## src/rtl/poly_ctrl_pkg.sv

```systemverilog
// Shared types and constants for the polynomial stream sequencer.
// Holds the controller state encoding, the address-width helper and the
// stall counter width / saturation value.
package poly_ctrl_pkg;

    typedef enum logic [1:0] {
        IDLE  = 2'd0,
        RUN   = 2'd1,
        DRAIN = 2'd2,
        DONE  = 2'd3
    } state_t;

    localparam int STALL_CNT_W = 16;
    localparam logic [STALL_CNT_W-1:0] STALL_CNT_MAX = 16'hFFFF;

    // Index width for n entries; never less than one bit.
    function automatic int addr_width(input int n);
        return (n > 1) ? $clog2(n) : 1;
    endfunction

endpackage

```

## src/rtl/ctrl_fifo.sv

```systemverilog
// First-word-fall-through FIFO holding {addr, data} results for the
// consumer. A write at cycle t is visible at the head at t+1. The head
// reads as zero while empty so the outputs stay clean after reset and
// after the last pop.
module ctrl_fifo #(
    parameter int WIDTH = 8,
    parameter int DEPTH = 4
) (
    input  logic             clk,
    input  logic             rst_n,
    input  logic             i_push,
    input  logic [WIDTH-1:0] i_wdata,
    input  logic             i_pop,
    output logic [WIDTH-1:0] o_rdata,
    output logic             o_empty
);

    localparam int PW = (DEPTH > 1) ? $clog2(DEPTH) : 1;
    localparam int CW = $clog2(DEPTH + 1);
    localparam logic [PW-1:0] PTR_LAST = PW'(DEPTH - 1);
    localparam logic [CW-1:0] CNT_FULL = CW'(DEPTH);

    logic [WIDTH-1:0] r_mem [DEPTH];
    logic [PW-1:0]    r_wptr;
    logic [PW-1:0]    r_rptr;
    logic [CW-1:0]    r_count;
    logic             w_full;
    logic             w_do_pop;

    assign o_empty  = (r_count == '0);
    assign w_full   = (r_count == CNT_FULL);
    assign w_do_pop = i_pop && !o_empty;
    assign o_rdata  = o_empty ? '0 : r_mem[r_rptr];

    // Storage array; cleared on reset so no stale entry survives.
    always_ff @(posedge clk or negedge rst_n) begin
        if (!rst_n) begin
            for (int i = 0; i < DEPTH; i++) begin
                r_mem[i] <= '0;
            end
        end else if (i_push) begin
            r_mem[r_wptr] <= i_wdata;
        end
    end

    // Read/write pointers with explicit wrap and the occupancy count.
    always_ff @(posedge clk or negedge rst_n) begin
        if (!rst_n) begin
            r_wptr  <= '0;
            r_rptr  <= '0;
            r_count <= '0;
        end else begin
            if (i_push) begin
                r_wptr <= (r_wptr == PTR_LAST) ? '0 : r_wptr + 1'b1;
            end
            if (w_do_pop) begin
                r_rptr <= (r_rptr == PTR_LAST) ? '0 : r_rptr + 1'b1;
            end
            case ({i_push, w_do_pop})
                2'b10:   r_count <= r_count + 1'b1;
                2'b01:   r_count <= r_count - 1'b1;
                default: r_count <= r_count;
            endcase
        end
    end

    // Credits upstream make a push into a full FIFO impossible.
    no_overflow: assert property (@(posedge clk) disable iff (!rst_n) !(i_push && w_full));

endmodule

```

## src/rtl/poly_stream_ctrl.sv

```systemverilog
// Sequencer for one pass of an N-coefficient polynomial through a
// fixed-latency, non-stallable pipeline. Issues are gated by a credit pool
// equal to the output FIFO depth, so results can always be absorbed.
// Optional feature: define POLY_STREAM_CTRL_STALL_CNT_EN to count RUN
// cycles lost to credit exhaustion on stall_cnt_o; otherwise it reads 0.
//
// state | meaning
// IDLE  | waiting for start_i
// RUN   | issuing coefficient reads while credits remain
// DRAIN | all issued, waiting for the last result to be popped
// DONE  | one-cycle completion pulse
module poly_stream_ctrl
    import poly_ctrl_pkg::*;
#(
    parameter int DWIDTH     = 12,
    parameter int N          = 256,
    parameter int LATENCY    = 3,
    parameter int FIFO_DEPTH = 5
) (
    input  logic                     clk,
    input  logic                     rst_n,
    input  logic                     start_i,
    output logic                     busy_o,
    output logic                     done_o,
    output logic                     rd_en_o,
    output logic [addr_width(N)-1:0] rd_addr_o,
    input  logic [DWIDTH-1:0]        pipe_data_i,
    output logic                     out_valid_o,
    input  logic                     out_ready_i,
    output logic [DWIDTH-1:0]        out_data_o,
    output logic [addr_width(N)-1:0] out_addr_o,
    output logic [STALL_CNT_W-1:0]   stall_cnt_o
);

    localparam int AW = addr_width(N);
    localparam int CW = $clog2(FIFO_DEPTH + 1);
    localparam logic [AW:0]   N_CNT     = (AW+1)'(N);
    localparam logic [AW:0]   N_LAST    = (AW+1)'(N - 1);
    localparam logic [CW-1:0] CRED_FULL = CW'(FIFO_DEPTH);

    state_t          r_state;
    state_t          w_state_nxt;
    logic [AW:0]     r_issue_cnt;
    logic [AW:0]     r_ret_cnt;
    logic [CW-1:0]   r_credits;
    logic [LATENCY-1:0] r_tok_vld;
    logic [AW-1:0]   r_tok_addr [LATENCY];
    logic            w_start;
    logic            w_issue;
    logic            w_pop;
    logic            w_push;
    logic            w_fifo_empty;
    logic [AW+DWIDTH-1:0] w_fifo_rdata;

    assign w_start     = (r_state == IDLE) && start_i;
    assign w_issue     = (r_state == RUN) && (r_credits != '0);
    assign w_pop       = out_valid_o && out_ready_i;
    assign w_push      = r_tok_vld[LATENCY-1];

    assign busy_o      = (r_state != IDLE);
    assign done_o      = (r_state == DONE);
    assign rd_en_o     = w_issue;
    assign rd_addr_o   = r_issue_cnt[AW-1:0];
    assign out_valid_o = !w_fifo_empty;
    assign out_addr_o  = w_fifo_rdata[AW+DWIDTH-1:DWIDTH];
    assign out_data_o  = w_fifo_rdata[DWIDTH-1:0];

    // Next-state logic; DRAIN always lasts at least one cycle.
    always_comb begin
        w_state_nxt = r_state;
        case (r_state)
            IDLE:    if (start_i) w_state_nxt = RUN;
            RUN:     if (w_issue && (r_issue_cnt == N_LAST)) w_state_nxt = DRAIN;
            DRAIN:   if ((r_ret_cnt == N_CNT) || (w_pop && (r_ret_cnt == N_LAST))) w_state_nxt = DONE;
            DONE:    w_state_nxt = IDLE;
            default: w_state_nxt = IDLE;
        endcase
    end

    // State register.
    always_ff @(posedge clk or negedge rst_n) begin
        if (!rst_n) r_state <= IDLE;
        else        r_state <= w_state_nxt;
    end

    // Issue and retire counters, restarted by an accepted start.
    always_ff @(posedge clk or negedge rst_n) begin
        if (!rst_n) begin
            r_issue_cnt <= '0;
            r_ret_cnt   <= '0;
        end else if (w_start) begin
            r_issue_cnt <= '0;
            r_ret_cnt   <= '0;
        end else begin
            if (w_issue) r_issue_cnt <= r_issue_cnt + 1'b1;
            if (w_pop)   r_ret_cnt   <= r_ret_cnt + 1'b1;
        end
    end

    // Credit pool: issue consumes, pop returns on the following cycle.
    always_ff @(posedge clk or negedge rst_n) begin
        if (!rst_n) begin
            r_credits <= CRED_FULL;
        end else begin
            case ({w_issue, w_pop})
                2'b10:   r_credits <= r_credits - 1'b1;
                2'b01:   r_credits <= r_credits + 1'b1;
                default: r_credits <= r_credits;
            endcase
        end
    end

    // Token shift register mirroring the pipeline latency.
    always_ff @(posedge clk or negedge rst_n) begin
        if (!rst_n) begin
            r_tok_vld <= '0;
            for (int i = 0; i < LATENCY; i++) begin
                r_tok_addr[i] <= '0;
            end
        end else begin
            r_tok_vld[0]  <= w_issue;
            r_tok_addr[0] <= r_issue_cnt[AW-1:0];
            for (int i = 1; i < LATENCY; i++) begin
                r_tok_vld[i]  <= r_tok_vld[i-1];
                r_tok_addr[i] <= r_tok_addr[i-1];
            end
        end
    end

    ctrl_fifo #(
        .WIDTH (AW + DWIDTH),
        .DEPTH (FIFO_DEPTH)
    ) u_fifo (
        .clk     (clk),
        .rst_n   (rst_n),
        .i_push  (w_push),
        .i_wdata ({r_tok_addr[LATENCY-1], pipe_data_i}),
        .i_pop   (w_pop),
        .o_rdata (w_fifo_rdata),
        .o_empty (w_fifo_empty)
    );

`ifdef POLY_STREAM_CTRL_STALL_CNT_EN
    logic [STALL_CNT_W-1:0] r_stall_cnt;

    // Count RUN cycles with no credit; saturating, held outside RUN.
    always_ff @(posedge clk or negedge rst_n) begin
        if (!rst_n) begin
            r_stall_cnt <= '0;
        end else if (w_start) begin
            r_stall_cnt <= '0;
        end else if ((r_state == RUN) && (r_credits == '0) && (r_stall_cnt != STALL_CNT_MAX)) begin
            r_stall_cnt <= r_stall_cnt + 1'b1;
        end
    end

    assign stall_cnt_o = r_stall_cnt;
`else
    assign stall_cnt_o = '0;
`endif

endmodule
```

## config.mk

```make
export PLATFORM = sky130hd
export DESIGN_NAME = poly_stream_ctrl
export DESIGN_NICKNAME = d
export VERILOG_FILES = /design/src/rtl/poly_ctrl_pkg.sv /design/src/rtl/ctrl_fifo.sv /design/src/rtl/poly_stream_ctrl.sv
export SDC_FILE = /design/constraint.sdc
export NUM_CORES = 1
export LEC_CHECK = 0
export ABC_CLOCK_PERIOD_IN_PS = 2870
export BUFFER_PORTS_ARGS = -buffer_cell sky130_fd_sc_hd__clkbuf_2
export CORE_MARGIN = 1.5
export CORE_UTILIZATION = 59
export CTS_CLUSTER_DIAMETER = 80
export DETAILED_ROUTE_END_ITERATION = 12
export PLACE_DENSITY = 0.79
export SLEW_MARGIN = 10
export SYNTH_ARGS = -nofsm -noshare
export SYNTH_HDL_FRONTEND = slang
export SYNTH_SLANG_ARGS = --single-unit
export TNS_END_PERCENT = 50
```

## constraint.sdc

```tcl
create_clock -name clk -period 2.87 [get_ports clk]
set_input_delay 0.574 -clock clk [delete_from_list [all_inputs] [get_ports clk]]
set_output_delay 0.574 -clock clk [all_outputs]
set_load 0.02 [all_outputs]
```

==> key figures <==
Clocking
  – CTS Buf Count: 17
  – CTS tree: built
  – CTS root buf: clkbuf_16
  – Clock Path Buffers: 2
  – Post-CTS repair timing setup buffer count: 0
  – H-tree Lvls: 4
  – Worst-path clk slew: 0.06 ns
  – CTS sink count: roughly 160
  – Insertion delay to the later sink of the worst-skew pair: 0.42 ns

Route
  – Wire length per cell: 19.2 um
  – First-pass DRT Iterations: 4
  – Vias: between 4000 and 5000
  – Iteration-0 DRC Markers: 275
  – Drt total wl: 14200 um
  – Via-per-instance ratio: 5.91
  – Post-DRT Antenna Nets: 0
  – DRC: 0

Timing
  – Slew @ Worst Pin: 0.661 ns
  – Fin. max-slew vios: 0
  – RSZ-0062 raised after global routing: false
  – Tcrit/Tclk final: 93.4%
  – Worst Skew: 0.00862 ns
  – Min Tclk post-route: 2.68 ns
  – Setup violations, final: 0
  – Setup ws final: 0.189 ns
  – Final Hold Viols: 0
  – Sum Neg Setup Slack: 0 ns
  – Worst slew margin: 55.9%
  – F_max: 373 MHz

Setup path
  – CP Capture Type: primary output
  – Required @ worst endpoint: 2.30 ns
  – R2R Path End: r_credits[1]
  – Worst Setup EP: out_data_o[0]
  – Internal reg-to-reg setup slack: between 0.3 and 0.4 ns
  – CP Max Fanout: 14
  – CP cell instances: buf_4, mux4_2, a22oi_1, nor2_1, clkbuf_2
  – Startpoint types: flop
  – Setup crit start: u_fifo.r_rptr[0]
  – Worst EP arrival: 2.11 ns
  – Worst-case reg-to-reg path depth: 6
  – Max incr delay on CP: 0.55 ns
  – Crit path kind: flop to primary output
  – Worst R2R Start: u_fifo.r_count[0]
  – Slowest stage cell, crit path: mux4_2

Place
  – Detailed Place HPWL: 8750 um
  – Port bufs: 47
  – Final RePlAce weighted congestion: between 0.7 and 0.8
  – Pre-CTS WS: 0.378 ns
  – # placed instances: between 700 and 800

Synth
  – Count leader, synth: dfrtp_1
  – Synth Register Bits: 159
  – Main synth FF type: dfrtp_1
  – Post-synthesis sequential area ratio: 54.9%
  – Top post-synthesis cells by area: dfrtp_1 (54%), mux2_2 (12%), mux4_2 (6.2%)
  – Post-synth EDFFs: 0
  – Post-Synthesis Cell Area: 7260 um^2
  – Post-synth top area share: between 50% and 60%
  – Synth Warn #: 0
  – Synth cell count leaders: dfrtp_1 (157), mux2_2 (79), nor2_1 (30), buf_4 (26), inv_1 (24)
  – Syn Area/Cell: about 14 um^2
  – Netlist cell types: 46
  – Area leader, netlist: dfrtp_1
  – Mapped Cells: 532
  – Share of flip-flops with an asynchronous set or reset: 100%

Die
  – Die height: around 110 um
  – Initial Util: 60.4%
  – Die Width: 114 um
  – Core Footprint: approximately 12000 um^2
  – IO Pins: 64
  – Std-Cell Rows: 40
  – Die area: 13000 um^2

Finish
  – Share of cells above drive strength 1: 38.1%
  – # diodes: 0
  – Synthesis-to-layout area growth: 13.1%
  – Layout Cells excl Fill: 738
  – Final net count: 612

Power
  – Psw: roughly 0.0033 W
  – Part of the power in the clock network: approximately a quarter
  – Largest vdd supply drop: ~690 uV
  – P_leak: 3.88 nW
  – Reg power frac: 39.2%
  – Logic pwr share: 36.5%
  – Switching Share: 34.3%
  – PwrDens: 1170 nW/um^2
  – P_int: about 0.0063 W

Global route
  – Gr usage total: a little under a quarter
  – Initial antenna violation count: 0
  – Largest net degree at the start of global routing: 61
  – Vias in the first global route: 4537
  – Met2 Usage GRT: 40.6%
  – GRT overflow: 0
  – Global-route met1 utilization: 30.0%
  – First-pass GRT wire length: between 20000 and 25000 um
  – GRT met3 Usage: roughly 5.7%
  – Most Crowded Layer GR: met2

Flow run
  – Max cap viols: 0

Min path
  – Worst min path class: input port to asynchronous set/reset pin

Outcome
  – Status: finished, final reports clean
worst max-delay path: cells and delay by family, from the launching register on:
family	cells	cell delay [ns]
muxes	1	0.55
buffers and inverters	2	0.49
DFF	1	0.39
and+or+nand+nor	1	0.07
AOI/OAI and AO/OA	1	0.18
metrics by stage:
| stage | hold slack (ns) | cell area, um^2 | util [%] | total power (W) |
|---|---|---|---|---|
| floorplan | 0.278 | 7310 | - | 0.00630 |
| global placement | 0.333 | 7570 | 63.0 | 0.00701 |
| detailed placement | 0.335 | 7570 | 63.0 | 0.00724 |
| CTS | 0.133 | 8200 | 68.3 | 0.00963 |
| global route | 0.156 | 8210 | 68.3 | 0.0101 |
| finish | 0.120 | 8210 | 68.3 | 0.00957 |
cells in the final DEF, fill, tap and decap left out, types with 3 or more instances in the layout:
cell,instances
dfrtp_1,157
nor3_2,4
ha_1,16
clkinv_4,4
a211oi_1,4
clkbuf_8,3
mux2_4,20
bufinv_16,3
clkbuf_16,17
nand4_1,3
o21ai_0,10
or3_1,3
a21oi_1,13
xor2_1,4
conb_1,16
xnor2_1,4
o21a_1,4
or4_1,8
nand2_1,16
mux4_2,20
inv_1,24
nand3_1,6
nand2b_1,3
mux2_2,79
a22oi_1,20
nor2_1,30
clkbuf_2,46
buf_4,13
o31ai_1,8
sequential cells by signal, summed over array words and instances, names as in the netlist:
name,cells
r_issue_cnt,9
r_tok_vld,3
u_fifo.r_mem,100
u_fifo.r_count,3
u_fifo.r_rptr,3
r_ret_cnt,9
r_state,2
u_fifo.r_wptr,3
r_credits,3
r_tok_addr,24
layout make-up:
type	count	area [um^2]
clock buffers	20	467
clock inverters	12	159
fillers	830	3800
inverters	26	97.6
multi-input cells	313	2960
flip-flops and latches	159	3980
well taps	147	184
repair buffers	61	359
layer usage:
metal	up-vias	routed length (um)
li1	1960	-
met1	2287	6000
met2	107	7520
met3	9	555
met4	0	83
met5	-	0
power by group through the flow:
stage	Clock [W]	Sequential, W	Combinational (W)
detailed placement	0	0.00375	0.00349
global route	0.00246	0.00386	0.00382
global placement	0	0.00367	0.00335
finish	0.00233	0.00375	0.00350
floorplan	0	0.00355	0.00275
CTS	0.00236	0.00374	0.00353
how the worst min path moves through the flow:
| stage | slack (ns) | to |
|---|---|---|
| after detailed placement | 0.33 | r_tok_addr[11] |
| after CTS | 0.13 | u_fifo.r_mem[85] |
| after global routing | 0.16 | u_fifo.r_mem[87] |
| final | 0.12 | u_fifo.r_mem[87] |
| after global placement | 0.33 | r_tok_addr[5] |
| after floorplan | 0.28 | r_credits[1] |
logic make-up (layout without fill, tap and decap cells):
logic type      after synthesis  in the layout  share of synthesized area (%)
buf+inv                      75            119                           5.66
flops                       159            159                           54.9
xor+xnor                      8              8                          0.966
other cells                   1             16                         0.0517
fa+ha+maj                    18             18                           3.31
simple gates                 82             82                           5.60
compound gates               67             67                           6.48
mux                         122            122                           23.1
timing repair:
action / in CTS / in global routing
resized for setup: 0 / 1
hold buffers: 0 / 0
setup endpoints to repair: 0 / 1
Note: power is estimated with default switching activity, not from simulation.
